File: config.mk
export PLATFORM = sky130hd
export DESIGN_NAME = qdot_seq_flat
export DESIGN_NICKNAME = d
export VERILOG_FILES = /design/src/rtl/qdot_seq_if.sv /design/src/rtl/qdot_seq.sv /design/src/flat_wrapper.sv
export SDC_FILE = /design/constraint.sdc
export NUM_CORES = 1
export LEC_CHECK = 0
export CORE_AREA = 4 4 137 172
export CTS_BUF_LIST = sky130_fd_sc_hd__clkbuf_4 sky130_fd_sc_hd__clkbuf_8
export DETAILED_ROUTE_END_ITERATION = 16
export DIE_AREA = 0 0 141 176
export HOLD_SLACK_MARGIN = 0.08
export PLACE_DENSITY = 0.95
export SYNTH_ARGS = -nofsm -noshare
export SYNTH_HDL_FRONTEND = slang
export SYNTH_SLANG_ARGS = --single-unit
File: constraint.sdc
create_clock -name i_clk -period 12.6 [get_ports i_clk]
set_input_delay 1.26 -clock i_clk [delete_from_list [all_inputs] [get_ports i_clk]]
set_output_delay 1.26 -clock i_clk [all_outputs]
set_load 0.02 [all_outputs]
File: src/rtl/qdot_seq_if.sv
// Operand/result handshake bundle for qdot_seq, including the operand and
// product paths to the shared external combinational qmult.
interface qdot_seq_if #(
  parameter int N     = 32,
  parameter int CNT_W = 4
);
  logic             i_start;
  logic [CNT_W-1:0] i_len;
  logic             i_op_valid;
  logic [N-1:0]     i_a;
  logic [N-1:0]     i_b;
  logic             o_op_ready;
  logic [N-1:0]     o_mul_multiplicand;
  logic [N-1:0]     o_mul_multiplier;
  logic [2*N-1:0]   i_mul_result;
  logic [N-1:0]     o_result;
  logic             o_valid;
  logic             i_result_ready;
  logic             o_busy;
  logic             o_ovr;

  modport slave (
    input  i_start, i_len, i_op_valid, i_a, i_b, i_mul_result, i_result_ready,
    output o_op_ready, o_mul_multiplicand, o_mul_multiplier, o_result, o_valid,
    output o_busy, o_ovr
  );

  modport master (
    output i_start, i_len, i_op_valid, i_a, i_b, i_mul_result, i_result_ready,
    input  o_op_ready, o_mul_multiplicand, o_mul_multiplier, o_result, o_valid,
    input  o_busy, o_ovr
  );
endinterface

File: src/rtl/qdot_seq.sv
// Sequential sign-magnitude Q-format dot product of up to K_MAX pairs, one
// pair every two cycles through a shared external magnitude multiplier.
module qdot_seq #(
  parameter int Q     = 15,
  parameter int N     = 32,
  parameter int K_MAX = 9,
  parameter int CNT_W = 4
) (
  input  logic      i_clk,
  input  logic      i_rst,
  qdot_seq_if.slave bus
);

  localparam int AW = 2*N - 1 + CNT_W;
  localparam logic [CNT_W-1:0] LEN_MAX = CNT_W'(K_MAX);
  localparam logic [CNT_W-1:0] CNT_ONE = {{(CNT_W-1){1'b0}}, 1'b1};
  localparam logic [AW-1:0]    MAG_MAX = {{(AW-N+1){1'b0}}, {(N-1){1'b1}}};

  typedef enum logic [2:0] {
    S_IDLE  = 3'd0,
    S_FETCH = 3'd1,
    S_MUL   = 3'd2,
    S_NORM  = 3'd3,
    S_DONE  = 3'd4
  } state_e;

  state_e           state_q, state_d;
  logic [CNT_W-1:0] len_q;
  logic [CNT_W-1:0] cnt_q;
  logic [AW-1:0]    acc_q;
  logic             sign_q;
  logic [N-1:0]     mul_a_q, mul_b_q;
  logic [N-1:0]     result_q;
  logic             ovr_q;
  logic             op_ready_q, op_ready_d;
  logic             busy_q, busy_d;
  logic             valid_q, valid_d;

  logic [AW-1:0]    prod_s;
  logic [AW-1:0]    acc_abs_s;
  logic [AW-1:0]    mag_s;
  logic [N-2:0]     res_mag_s;
  logic             res_sign_s;
  logic             sat_s;

  assign prod_s = {{(AW-2*N){1'b0}}, bus.i_mul_result};

  // Next-state logic; the status flags are registered from the next state.
  always_comb begin
    state_d = state_q;
    case (state_q)
      S_IDLE: begin
        if (bus.i_start) begin
          if (bus.i_len == {CNT_W{1'b0}}) begin
            state_d = S_NORM;
          end else if (bus.i_len > LEN_MAX) begin
            state_d = S_DONE;
          end else begin
            state_d = S_FETCH;
          end
        end else begin
          state_d = S_IDLE;
        end
      end
      S_FETCH: begin
        if (bus.i_op_valid) begin
          state_d = S_MUL;
        end else begin
          state_d = S_FETCH;
        end
      end
      S_MUL: begin
        if ((cnt_q + CNT_ONE) < len_q) begin
          state_d = S_FETCH;
        end else begin
          state_d = S_NORM;
        end
      end
      S_NORM: state_d = S_DONE;
      S_DONE: begin
        if (bus.i_result_ready) begin
          state_d = S_IDLE;
        end else begin
          state_d = S_DONE;
        end
      end
      default: state_d = S_IDLE;
    endcase
    op_ready_d = (state_d == S_FETCH);
    busy_d     = (state_d != S_IDLE);
    valid_d    = (state_d == S_DONE);
  end

  // Normalisation: truncate |acc| toward zero, saturate, never emit -0.
  always_comb begin
    acc_abs_s  = acc_q;
    res_mag_s  = {(N-1){1'b0}};
    sat_s      = 1'b0;
    if (acc_q[AW-1]) begin
      acc_abs_s = -acc_q;
    end else begin
      acc_abs_s = acc_q;
    end
    mag_s = acc_abs_s >> Q;
    if (mag_s > MAG_MAX) begin
      res_mag_s = {(N-1){1'b1}};
      sat_s     = 1'b1;
    end else begin
      res_mag_s = mag_s[N-2:0];
      sat_s     = 1'b0;
    end
    res_sign_s = acc_q[AW-1] & (res_mag_s != {(N-1){1'b0}});
  end

  // State, flags and datapath registers.
  always_ff @(posedge i_clk) begin
    if (i_rst) begin
      state_q    <= S_IDLE;
      len_q      <= {CNT_W{1'b0}};
      cnt_q      <= {CNT_W{1'b0}};
      acc_q      <= {AW{1'b0}};
      sign_q     <= 1'b0;
      mul_a_q    <= {N{1'b0}};
      mul_b_q    <= {N{1'b0}};
      result_q   <= {N{1'b0}};
      ovr_q      <= 1'b0;
      op_ready_q <= 1'b0;
      busy_q     <= 1'b0;
      valid_q    <= 1'b0;
    end else begin
      state_q    <= state_d;
      op_ready_q <= op_ready_d;
      busy_q     <= busy_d;
      valid_q    <= valid_d;
      case (state_q)
        S_IDLE: begin
          if (bus.i_start) begin
            len_q    <= bus.i_len;
            cnt_q    <= {CNT_W{1'b0}};
            acc_q    <= {AW{1'b0}};
            result_q <= {N{1'b0}};
            ovr_q    <= (bus.i_len > LEN_MAX);
          end
        end
        S_FETCH: begin
          if (bus.i_op_valid) begin
            mul_a_q <= bus.i_a;
            mul_b_q <= bus.i_b;
            sign_q  <= bus.i_a[N-1] ^ bus.i_b[N-1];
          end
        end
        S_MUL: begin
          // The accumulator is wide enough for K_MAX full-scale products.
          if (sign_q) begin
            acc_q <= acc_q - prod_s;
          end else begin
            acc_q <= acc_q + prod_s;
          end
          cnt_q <= cnt_q + CNT_ONE;
        end
        S_NORM: begin
          result_q <= {res_sign_s, res_mag_s};
          ovr_q    <= sat_s;
        end
        S_DONE: begin
          result_q <= result_q;
        end
        default: begin
          result_q <= result_q;
        end
      endcase
    end
  end

  assign bus.o_op_ready         = op_ready_q;
  assign bus.o_busy             = busy_q;
  assign bus.o_valid            = valid_q;
  assign bus.o_result           = result_q;
  assign bus.o_ovr              = ovr_q;
  assign bus.o_mul_multiplicand = mul_a_q;
  assign bus.o_mul_multiplier   = mul_b_q;

endmodule
File: src/flat_wrapper.sv
// flat-port wrapper written by rule: the top's interface ports become plain ports
module qdot_seq_flat 
#(
  parameter int Q     = 15,
  parameter int N     = 32,
  parameter int K_MAX = 9,
  parameter int CNT_W = 4
)
  (i_clk, i_rst, bus_i_start, bus_i_len, bus_i_op_valid, bus_i_a, bus_i_b, bus_i_mul_result, bus_i_result_ready, bus_o_op_ready, bus_o_mul_multiplicand, bus_o_mul_multiplier, bus_o_result, bus_o_valid, bus_o_busy, bus_o_ovr);
  qdot_seq_if #(.N(N), .CNT_W(CNT_W)) bus_i ();
  input  logic i_clk;
  input  logic i_rst;
  input wire logic [$bits(bus_i.i_start)-1:0] bus_i_start;
  input wire logic [$bits(bus_i.i_len)-1:0] bus_i_len;
  input wire logic [$bits(bus_i.i_op_valid)-1:0] bus_i_op_valid;
  input wire logic [$bits(bus_i.i_a)-1:0] bus_i_a;
  input wire logic [$bits(bus_i.i_b)-1:0] bus_i_b;
  input wire logic [$bits(bus_i.i_mul_result)-1:0] bus_i_mul_result;
  input wire logic [$bits(bus_i.i_result_ready)-1:0] bus_i_result_ready;
  output wire logic [$bits(bus_i.o_op_ready)-1:0] bus_o_op_ready;
  output wire logic [$bits(bus_i.o_mul_multiplicand)-1:0] bus_o_mul_multiplicand;
  output wire logic [$bits(bus_i.o_mul_multiplier)-1:0] bus_o_mul_multiplier;
  output wire logic [$bits(bus_i.o_result)-1:0] bus_o_result;
  output wire logic [$bits(bus_i.o_valid)-1:0] bus_o_valid;
  output wire logic [$bits(bus_i.o_busy)-1:0] bus_o_busy;
  output wire logic [$bits(bus_i.o_ovr)-1:0] bus_o_ovr;
  assign bus_i.i_start = bus_i_start;
  assign bus_i.i_len = bus_i_len;
  assign bus_i.i_op_valid = bus_i_op_valid;
  assign bus_i.i_a = bus_i_a;
  assign bus_i.i_b = bus_i_b;
  assign bus_i.i_mul_result = bus_i_mul_result;
  assign bus_i.i_result_ready = bus_i_result_ready;
  assign bus_o_op_ready = bus_i.o_op_ready;
  assign bus_o_mul_multiplicand = bus_i.o_mul_multiplicand;
  assign bus_o_mul_multiplier = bus_i.o_mul_multiplier;
  assign bus_o_result = bus_i.o_result;
  assign bus_o_valid = bus_i.o_valid;
  assign bus_o_busy = bus_i.o_busy;
  assign bus_o_ovr = bus_i.o_ovr;
  qdot_seq #(.Q(Q), .N(N), .K_MAX(K_MAX), .CNT_W(CNT_W)) u_core (.i_clk(i_clk), .i_rst(i_rst), .bus(bus_i));
endmodule
==> results of run 1 <==
## layout by cell type (no fill, tap or decap), types with 17 or more instances in the layout
master	n
sky130_fd_sc_hd__nor4_1	24
sky130_fd_sc_hd__or3_1	21
sky130_fd_sc_hd__clkdlybuf4s50_1	235
sky130_fd_sc_hd__a21o_1	34
sky130_fd_sc_hd__inv_1	42
sky130_fd_sc_hd__a311oi_1	27
sky130_fd_sc_hd__nand2_1	245
sky130_fd_sc_hd__xor2_1	55
sky130_fd_sc_hd__nand3_1	24
sky130_fd_sc_hd__nand4_1	28
sky130_fd_sc_hd__nor2_1	163
sky130_fd_sc_hd__a31oi_1	17
sky130_fd_sc_hd__clkbuf_8	18
sky130_fd_sc_hd__a21oi_1	236
sky130_fd_sc_hd__nor3_1	42
sky130_fd_sc_hd__ha_1	71
sky130_fd_sc_hd__a22oi_1	39
sky130_fd_sc_hd__dfxtp_1	178
sky130_fd_sc_hd__o21ai_0	84
sky130_fd_sc_hd__xnor2_1	101
sky130_fd_sc_hd__o21bai_1	17
## worst reg2reg max path: cells and delay by family (launching register included)
kind,cells,cell delay [ns]
muxes,1,0.46
and+or+nand+nor,3,0.53
adders and majority gates,1,0.41
xor gates and xnor gates,1,0.15
AOI/OAI and AO/OA,7,1.98
DFF,1,0.33
buffers and inverters,1,0.56
## synth_stat cells (all sizes together) (11+ instances only)
| cell | instances |
|---|---|
| dfxtp | 179 |
| nand3 | 24 |
| a22oi | 39 |
| or3 | 21 |
| ha | 71 |
| inv | 42 |
| buf | 11 |
| a31oi | 17 |
| xor2 | 55 |
| nor3 | 47 |
| nand4 | 28 |
| a21oi | 236 |
| xnor2 | 101 |
| nor2 | 164 |
| o21ai | 86 |
| a311oi | 27 |
| a211oi | 15 |
| a21o | 34 |
| nand2 | 245 |
| o31ai | 13 |
| o21bai | 17 |
| clkbuf | 86 |
| nand2b | 14 |
| nor4 | 24 |
## per-layer routing
| metal | track usage (%) | vias up | wire, um |
|---|---|---|---|
| met4 | 15.5 | 2 | 2080 |
| li1 | - | 6570 | - |
| met1 | 38.6 | 6313 | 15900 |
| met5 | 0 | - | 7 |
| met2 | 53.9 | 689 | 19400 |
| met3 | 4.96 | 149 | 3330 |
## worst max path at each step
stage,to,from,depth (start not counted),slack (ns)
after global routing,u_core.acc_q[66],bus_i_mul_result[19],19,5.25
after global placement,u_core.acc_q[66],bus_i_mul_result[9],19,5.33
after floorplan,u_core.acc_q[66],bus_i_mul_result[10],19,6.45
after CTS,u_core.acc_q[66],bus_i_mul_result[10],19,5.66
after detailed placement,u_core.acc_q[66],bus_i_mul_result[10],19,5.17
final,u_core.acc_q[66],bus_i_mul_result[10],19,5.56
## registers in the layout, indices dropped and copies added, names as in the netlist
register and count:
u_core.state_q 3, u_core.bus.o_mul_multiplicand 32, u_core.bus.o_ovr 1, u_core.acc_q 67, u_core.len_q 4, u_core.bus.o_result 32
u_core.bus.o_op_ready 1, u_core.bus.o_busy 1, u_core.cnt_q 4, u_core.sign_q 1, u_core.bus.o_mul_multiplier 32, u_core.bus.o_valid 1
## cells by family after synthesis
family | after synthesis
XOR/XNOR | 156
multiplexers | 8
buffers and inverters | 139
adder cells (fa/ha/maj) | 72
flip-flops | 179
AND/OR/NAND/NOR | 636
AO/OA/AOI/OAI | 537
## power breakdown
group          internal (mW)  leakage, nW  switching (mW)
clock network          0.176        0.218           0.240
logic                  0.218         4.30           0.335
registers              0.585         1.45          0.0226
total                  0.980         5.97           0.597
## per-stage QoR
step           power (mW)  cells  util [%]  hold WS, ns
6_report             1.58   2193      71.0        0.461
5_1_grt              1.66   2193      71.0        0.478
4_1_cts              1.57   2193      71.0        0.460
3_5_place_dp         1.16   2161      69.1        0.447
3_3_place_gp         1.15   2161      69.1        0.441
2_1_floorplan       0.997   1727         -        0.436
## final cells by class
cell class | instances | area [sq um]
multi-input cells | 1409 | 8640
fillers | 1755 | 6360
flip-flops and latches | 179 | 3580
repair buffers | 248 | 2450
well taps | 283 | 354
clock buffers | 18 | 248
clock inverters | 14 | 181
inverters | 42 | 158
==> impl_results.rst, run 1 <==
.. list-table::
   :header-rows: 1

   * - Metric
     - Value
   * - Post-Synthesis Cells
     - between 1500 and 2000
   * - Time the worst path needs with I/O delays and setup
     - 7.04 ns
   * - Number of input and output port buffers inserted
     - 236
   * - TritonCTS clock tree
     - built
   * - Buffer levels on the longest clock path
     - 2
   * - Number of unique standard cell types used by synthesis
     - 69
   * - Via count of the first global-routing pass
     - 13000
   * - Post-synth top area cell
     - sky130_fd_sc_hd__dfxtp_1
   * - Post-route cell area
     - 0.0156 sq mm
   * - Number of buffers added by the clock tree synthesis step
     - 17
   * - Count of flip-flops with a built-in enable after synthesis
     - 0
   * - Post-DP HPWL
     - 31400 um
   * - Library cell used as clock root buffer
     - sky130_fd_sc_hd__clkbuf_8
   * - Leading post-synthesis cells by cell area
     - sky130_fd_sc_hd__dfxtp_1 28%, sky130_fd_sc_hd__a21oi_1 9.3%, sky130_fd_sc_hd__nand2_1 7.2%, sky130_fd_sc_hd__ha_1 7.0%, sky130_fd_sc_hd__xnor2_1 6.9%
   * - Critical path capture point type
     - flip-flop
   * - Count of final hold-check violations
     - 0
   * - Critical path buffer and inverter count
     - 1
   * - Synth Flop Type
     - sky130_fd_sc_hd__dfxtp_1
   * - Power density relative to cell area
     - 101 mW/mm^2
   * - Die Ht
     - between 150 and 200 um
   * - Synthesized cell area
     - 0.0127 sq mm
   * - Hold path depth
     - 2
   * - Crit path DAT
     - 7.40 ns
   * - Remaining antenna violation count
     - 0
   * - Worst clock skew
     - 0.0258 ns
   * - Remaining design rule violation count
     - 0
   * - R2R cell count
     - 14
   * - Arithmetic-cell share of the synthesized area counting full adders, half adders and majority gates
     - 7.13%
   * - H-tree depth
     - 4
   * - Sum of overflow across all layers after global routing
     - 0
   * - Number of clock sinks
     - 179
   * - Count of buffers added by post-CTS timing repair for setup
     - 0
   * - Relative slew slack
     - 28.4%
   * - Yosys warnings
     - 0
   * - Global-route usage over all layers
     - 31.6%
   * - 1st-pass router iterations
     - 6
   * - Synthesized netlist net count
     - around 1900
   * - Core ar.
     - around 0.022 sq mm
   * - Synthesized flop and latch total
     - 179
   * - Average routed wire per standard cell
     - 18.6 um
   * - Final net count
     - about 2100
   * - Transition at the pin with the smallest max-transition slack
     - ~1.1 ns
   * - Violation count after the first detailed-routing iteration
     - approximately 1200
   * - Number of max-cap violations
     - 0
   * - Post-place setup slack
     - 5.17 ns
   * - Count of pins over their slew limit
     - 0
   * - Final wirelength
     - 40700 um
   * - Dominant combinational cell family by area after synthesis
     - compound AO/OA/AOI/OAI gates
   * - Number of placed I/O pins
     - roughly 240
   * - Type of the worst setup path
     - primary input to flip-flop
   * - Pin count of the biggest net entering global routing
     - 95
   * - Placed Area
     - 0.0152 sq mm
   * - Cells resized by post-CTS repair
     - 0
   * - Hold-fix buffer count after cts
     - 0
   * - Clock transition time at the flip-flop clock pins of the worst setup and hold paths
     - ~0.11 ns
   * - Critical Path Source Type
     - primary input
   * - Area fraction of the dominant cell type after synthesis
     - 28.1%
   * - Number of standard-cell rows in the floorplan
     - 61
   * - Max stage delay cell, worst path
     - sky130_fd_sc_hd__or4_1
   * - Final critical-path share of the clock period
     - 55.9%
   * - Fraction of synthesized area in multiplexers
     - 0.648%
   * - Signed area change from the synthesized netlist to the final layout
     - 22.5%
   * - Sum of negative setup slack
     - 0 ns
   * - RePlAce Congestion
     - 0.963
   * - Diodes inserted
     - 0
   * - First-pass GRT wire length
     - 64600 um
   * - Worst-case setup margin in the final layout
     - approximately 5.6 ns
   * - Worst R2R Setup Slack
     - between 8 and 9 ns
   * - Max incr delay on CP
     - 0.62 ns
   * - Worst min-delay path startpoint
     - u_core.bus.o_mul_multiplier[24]
   * - List of cells traversed by the critical path
     - clkdlybuf4s50_1 -> or4_1 -> or3_1 -> nor3_2 -> nand4_1 -> nor2_1 -> nor2_1 -> xnor2_1 -> ha_1 -> nand2_1 -> o21ai_1 -> a21o_1 -> a21oi_1 -> or4b_1 -> or4_1 -> o21a_1 -> or3_1 -> a31oi_1 -> o2bb2ai_1
   * - Seq/Total Area, Yosys
     - 28.1%
   * - Highest clock rate
     - 0.142 GHz
   * - Die Span X
     - around 140 um
   * - Average instance area after synthesis
     - 7.38 sq um
   * - Post-Synth Simple-Gate Area
     - 23.4%
   * - Starting utilization of the core area
     - 58.0%
   * - Total Die Area
     - 0.0248 sq mm
   * - FFs w/ async S/R, synth
     - 0%
   * - Leakage power of the design
     - between 5 and 6 nW
   * - Path class of the lowest-slack min-delay path
     - flip-flop to flip-flop
   * - Synth Area in Compound Gates
     - 25.8%
   * - R2R Path Start
     - u_core.sign_q
   * - Status
     - complete, no violations
   * - Biggest fanout along the worst timing path
     - 7
   * - Xor and xnor area share after synthesis
     - 10.7%
   * - Number of antenna violations at the first check in global routing
     - 1
   * - Kind of cell adding the most delay to the critical path
     - simple AND/OR/NAND/NOR gates
   * - Setup violators final
     - 0
   * - Required time at the worst-slack endpoint
     - 12.97 ns
   * - Maximum resistive drop on vdd
     - 0.0000745 V
   * - Detailed-route via count
     - 13700
   * - RSZ-0062 raised after global routing
     - no
   * - Post-detailed-route via-to-cell ratio
     - around 6.3
   * - Share of final-layout standard cells stronger than drive strength 1
     - 3.19%
   * - Capture point of the worst reg-to-reg path
     - u_core.acc_q[62]
   * - Source-to-sink clock delay at the later pin of the worst-skew pair
     - 0.47 ns
   * - Hold path endpoint
     - u_core.bus.o_mul_multiplier[24]
No activity file was read; power rests on OpenSTA's default activity.
==> inputs of run 2 (changes only) <==
Settings changed: CORE_AREA 4 4 137 172 to 4 4 142 178, DIE_AREA 0 0 141 176 to 0 0 146 182, PLACE_DENSITY 0.95 to 0.9.
Clock period 12.6 ns to 7 ns, I/O delays scaled along.
==> impl_results.rst, run 2 (same netlist as run 1, synthesis figures left out) <==
.. list-table::
   :header-rows: 1

   * - Metric
     - Value
   * - Status
     - complete, no violations
   * - Sum of negative setup slack
     - 0 ns
   * - Post-route cell area
     - between 0.015 and 0.02 sq mm
   * - Post-DP HPWL
     - 31100 um
   * - Post-detailed-route via-to-cell ratio
     - 6.18
   * - Critical Path Source Type
     - primary input
   * - Global-route track usage on met2
     - between 50% and 60%
   * - Final net count
     - 2109
   * - Remaining antenna violation count
     - 0
   * - Time the worst path needs with I/O delays and setup
     - 6.18 ns
   * - Placed Area
     - around 0.015 sq mm
   * - Core ar.
     - 0.0236 sq mm
   * - Signed area change from the synthesized netlist to the final layout
     - 22.7%
   * - Global-route usage over all layers
     - 29.0%
   * - Number of max-cap violations
     - 0
   * - Worst clock skew
     - 0.0190 ns
   * - Violation count after the first detailed-routing iteration
     - about 1000
   * - Total Die Area
     - 0.0266 sq mm
   * - Count of pins over their slew limit
     - 0
   * - Setup violators final
     - 0
   * - Number of buffers added by the clock tree synthesis step
     - 17
   * - Number of input and output port buffers inserted
     - about 240
   * - Required time at the worst-slack endpoint
     - 7.36 ns
   * - Number of antenna violations at the first check in global routing
     - 0
   * - # placed instances
     - 2173
   * - Maximum resistive drop on vdd
     - 0.000118 V
   * - Number of standard-cell rows in the floorplan
     - 63
   * - Number of placed I/O pins
     - 237
   * - Type of the worst setup path
     - primary input to flip-flop
   * - List of cells traversed by the critical path
     - clkdlybuf4s50_1 -> or4_1 -> or3_1 -> nor3_2 -> and3_1 -> and2_1 -> and3_1 -> and2_1 -> nor2_1 -> xnor2_1 -> ha_1 -> nand3_1 -> or4b_1 -> or4_1 -> o21a_1 -> or3_1 -> a31oi_1 -> o2bb2ai_1
   * - Gr busiest metal
     - met2
   * - Highest clock rate
     - 0.162 GHz
   * - Buffer levels on the longest clock path
     - 2
   * - First-pass GRT wire length
     - 63800 um
   * - Total power
     - 2.85 mW
   * - Count of final hold-check violations
     - 0
   * - Die Span X
     - 146 um
   * - Detailed-route via count
     - between 10000 and 15000
   * - Final wirelength
     - roughly 40000 um
   * - Library cell used as clock root buffer
     - sky130_fd_sc_hd__clkbuf_8
   * - Starting utilization of the core area
     - 54.1%
   * - Average routed wire per standard cell
     - roughly 18 um
   * - Via count of the first global-routing pass
     - approximately 13000
   * - Crit path DAT
     - 6.54 ns
   * - Die Ht
     - 182 um
   * - Diodes inserted
     - 0
   * - Pin count of the biggest net entering global routing
     - 82
   * - H-tree depth
     - 4
   * - Transition at the pin with the smallest max-transition slack
     - approximately 1.2 ns
   * - Critical path capture point type
     - flip-flop
   * - Cells resized by post-CTS repair
     - 0
   * - Relative slew slack
     - approximately a fifth
   * - Remaining design rule violation count
     - 0
   * - Highest-count cells in the layout ignoring fill and taps
     - 245 x sky130_fd_sc_hd__nand2_1, 236 x sky130_fd_sc_hd__a21oi_1, 235 x sky130_fd_sc_hd__clkdlybuf4s50_1
   * - Number of clock sinks
     - approximately 180
   * - Register ranked first by flip-flop count
     - u_core.acc_q
   * - Share of final-layout standard cells stronger than drive strength 1
     - 3.29%
   * - Biggest fanout along the worst timing path
     - 9
   * - Count of buffers added by post-CTS timing repair for setup
     - 0
   * - Max incr delay on CP
     - around 0.65 ns
   * - GR Layer Usage met1
     - 35.1%
   * - Path class of the lowest-slack min-delay path
     - flip-flop to flip-flop
   * - Final Non-Filler Cells
     - 2204
   * - Power density relative to cell area
     - 182 mW/mm^2
   * - Max stage delay cell, worst path
     - sky130_fd_sc_hd__or4b_1
   * - Max reg flops
     - 67
   * - Leakage power of the design
     - 5.97 nW
   * - Most frequent standard cell in the layout excluding fill and tap cells
     - sky130_fd_sc_hd__nand2_1
   * - Clock transition time at the flip-flop clock pins of the worst setup and hold paths
     - 0.10 ns
   * - Sum of overflow across all layers after global routing
     - 0
   * - Final critical-path share of the clock period
     - 88.3%
   * - RePlAce Congestion
     - 0.983
   * - RSZ-0062 raised after global routing
     - no
   * - GR met3 Demand/Resource
     - just under 6%
   * - 1st-pass router iterations
     - 6
   * - Source-to-sink clock delay at the later pin of the worst-skew pair
     - between 0.4 and 0.5 ns
   * - TritonCTS clock tree
     - built
   * - Hold-fix buffer count after cts
     - 0
==> run 2: metrics by stage <==
stage                     utilization, %  setup slack, ns  hold WS [ns]
final                               66.4            0.821         0.459
after detailed placement            64.6            0.397         0.446
after global routing                66.4            0.455         0.471
after floorplan                        -             1.41         0.436
after CTS                           66.4            0.883         0.460
after global placement              64.6            0.568         0.441
==> run 2: layer usage <==
layer  share of wire (%)  wire length, um
met1                  40            16300
met2                  48            19400
met3                 8.4             3410
met4                 3.2             1270
met5                   0                0
==> run 2: layout make-up <==
cell class | count | area [sq um]
fillers | 2052 | 7930
repair buffers | 251 | 2470
flip-flops and latches | 179 | 3580
well taps | 292 | 365
clock buffers | 18 | 248
inverters | 42 | 158
clock inverters | 13 | 171
multi-input cells | 1409 | 8640
==> run 2: path summary, 6_finish.rpt <==
path | start | end | slack (ns) | depth (start not counted)
hold reg to reg | u_core.bus.o_mul_multiplier[25] | u_core.bus.o_mul_multiplier[25] | 0.46 | 2
setup reg to reg | u_core.sign_q | u_core.acc_q[62] | 2.56 | 13
setup / recovery | bus_i_mul_result[8] | u_core.acc_q[66] | 0.82 | 18
hold / removal | u_core.bus.o_mul_multiplier[25] | u_core.bus.o_mul_multiplier[25] | 0.46 | 2
==> run 2: power breakdown <==
| group | internal, mW | switching, mW |
|---|---|---|
| clock | 0.367 | 0.397 |
| combinational | 0.393 | 0.596 |
| sequential | 1.05 | 0.0442 |
| total | 1.81 | 1.04 |
==> run 2: critical path: cells and delay by family <==
kind            cells  cell delay, ns
buf+inv             1            0.49
xor+xnor            1            0.14
compound gates      3            0.47
simple gates       12            4.30
fa+ha+maj           1            0.43
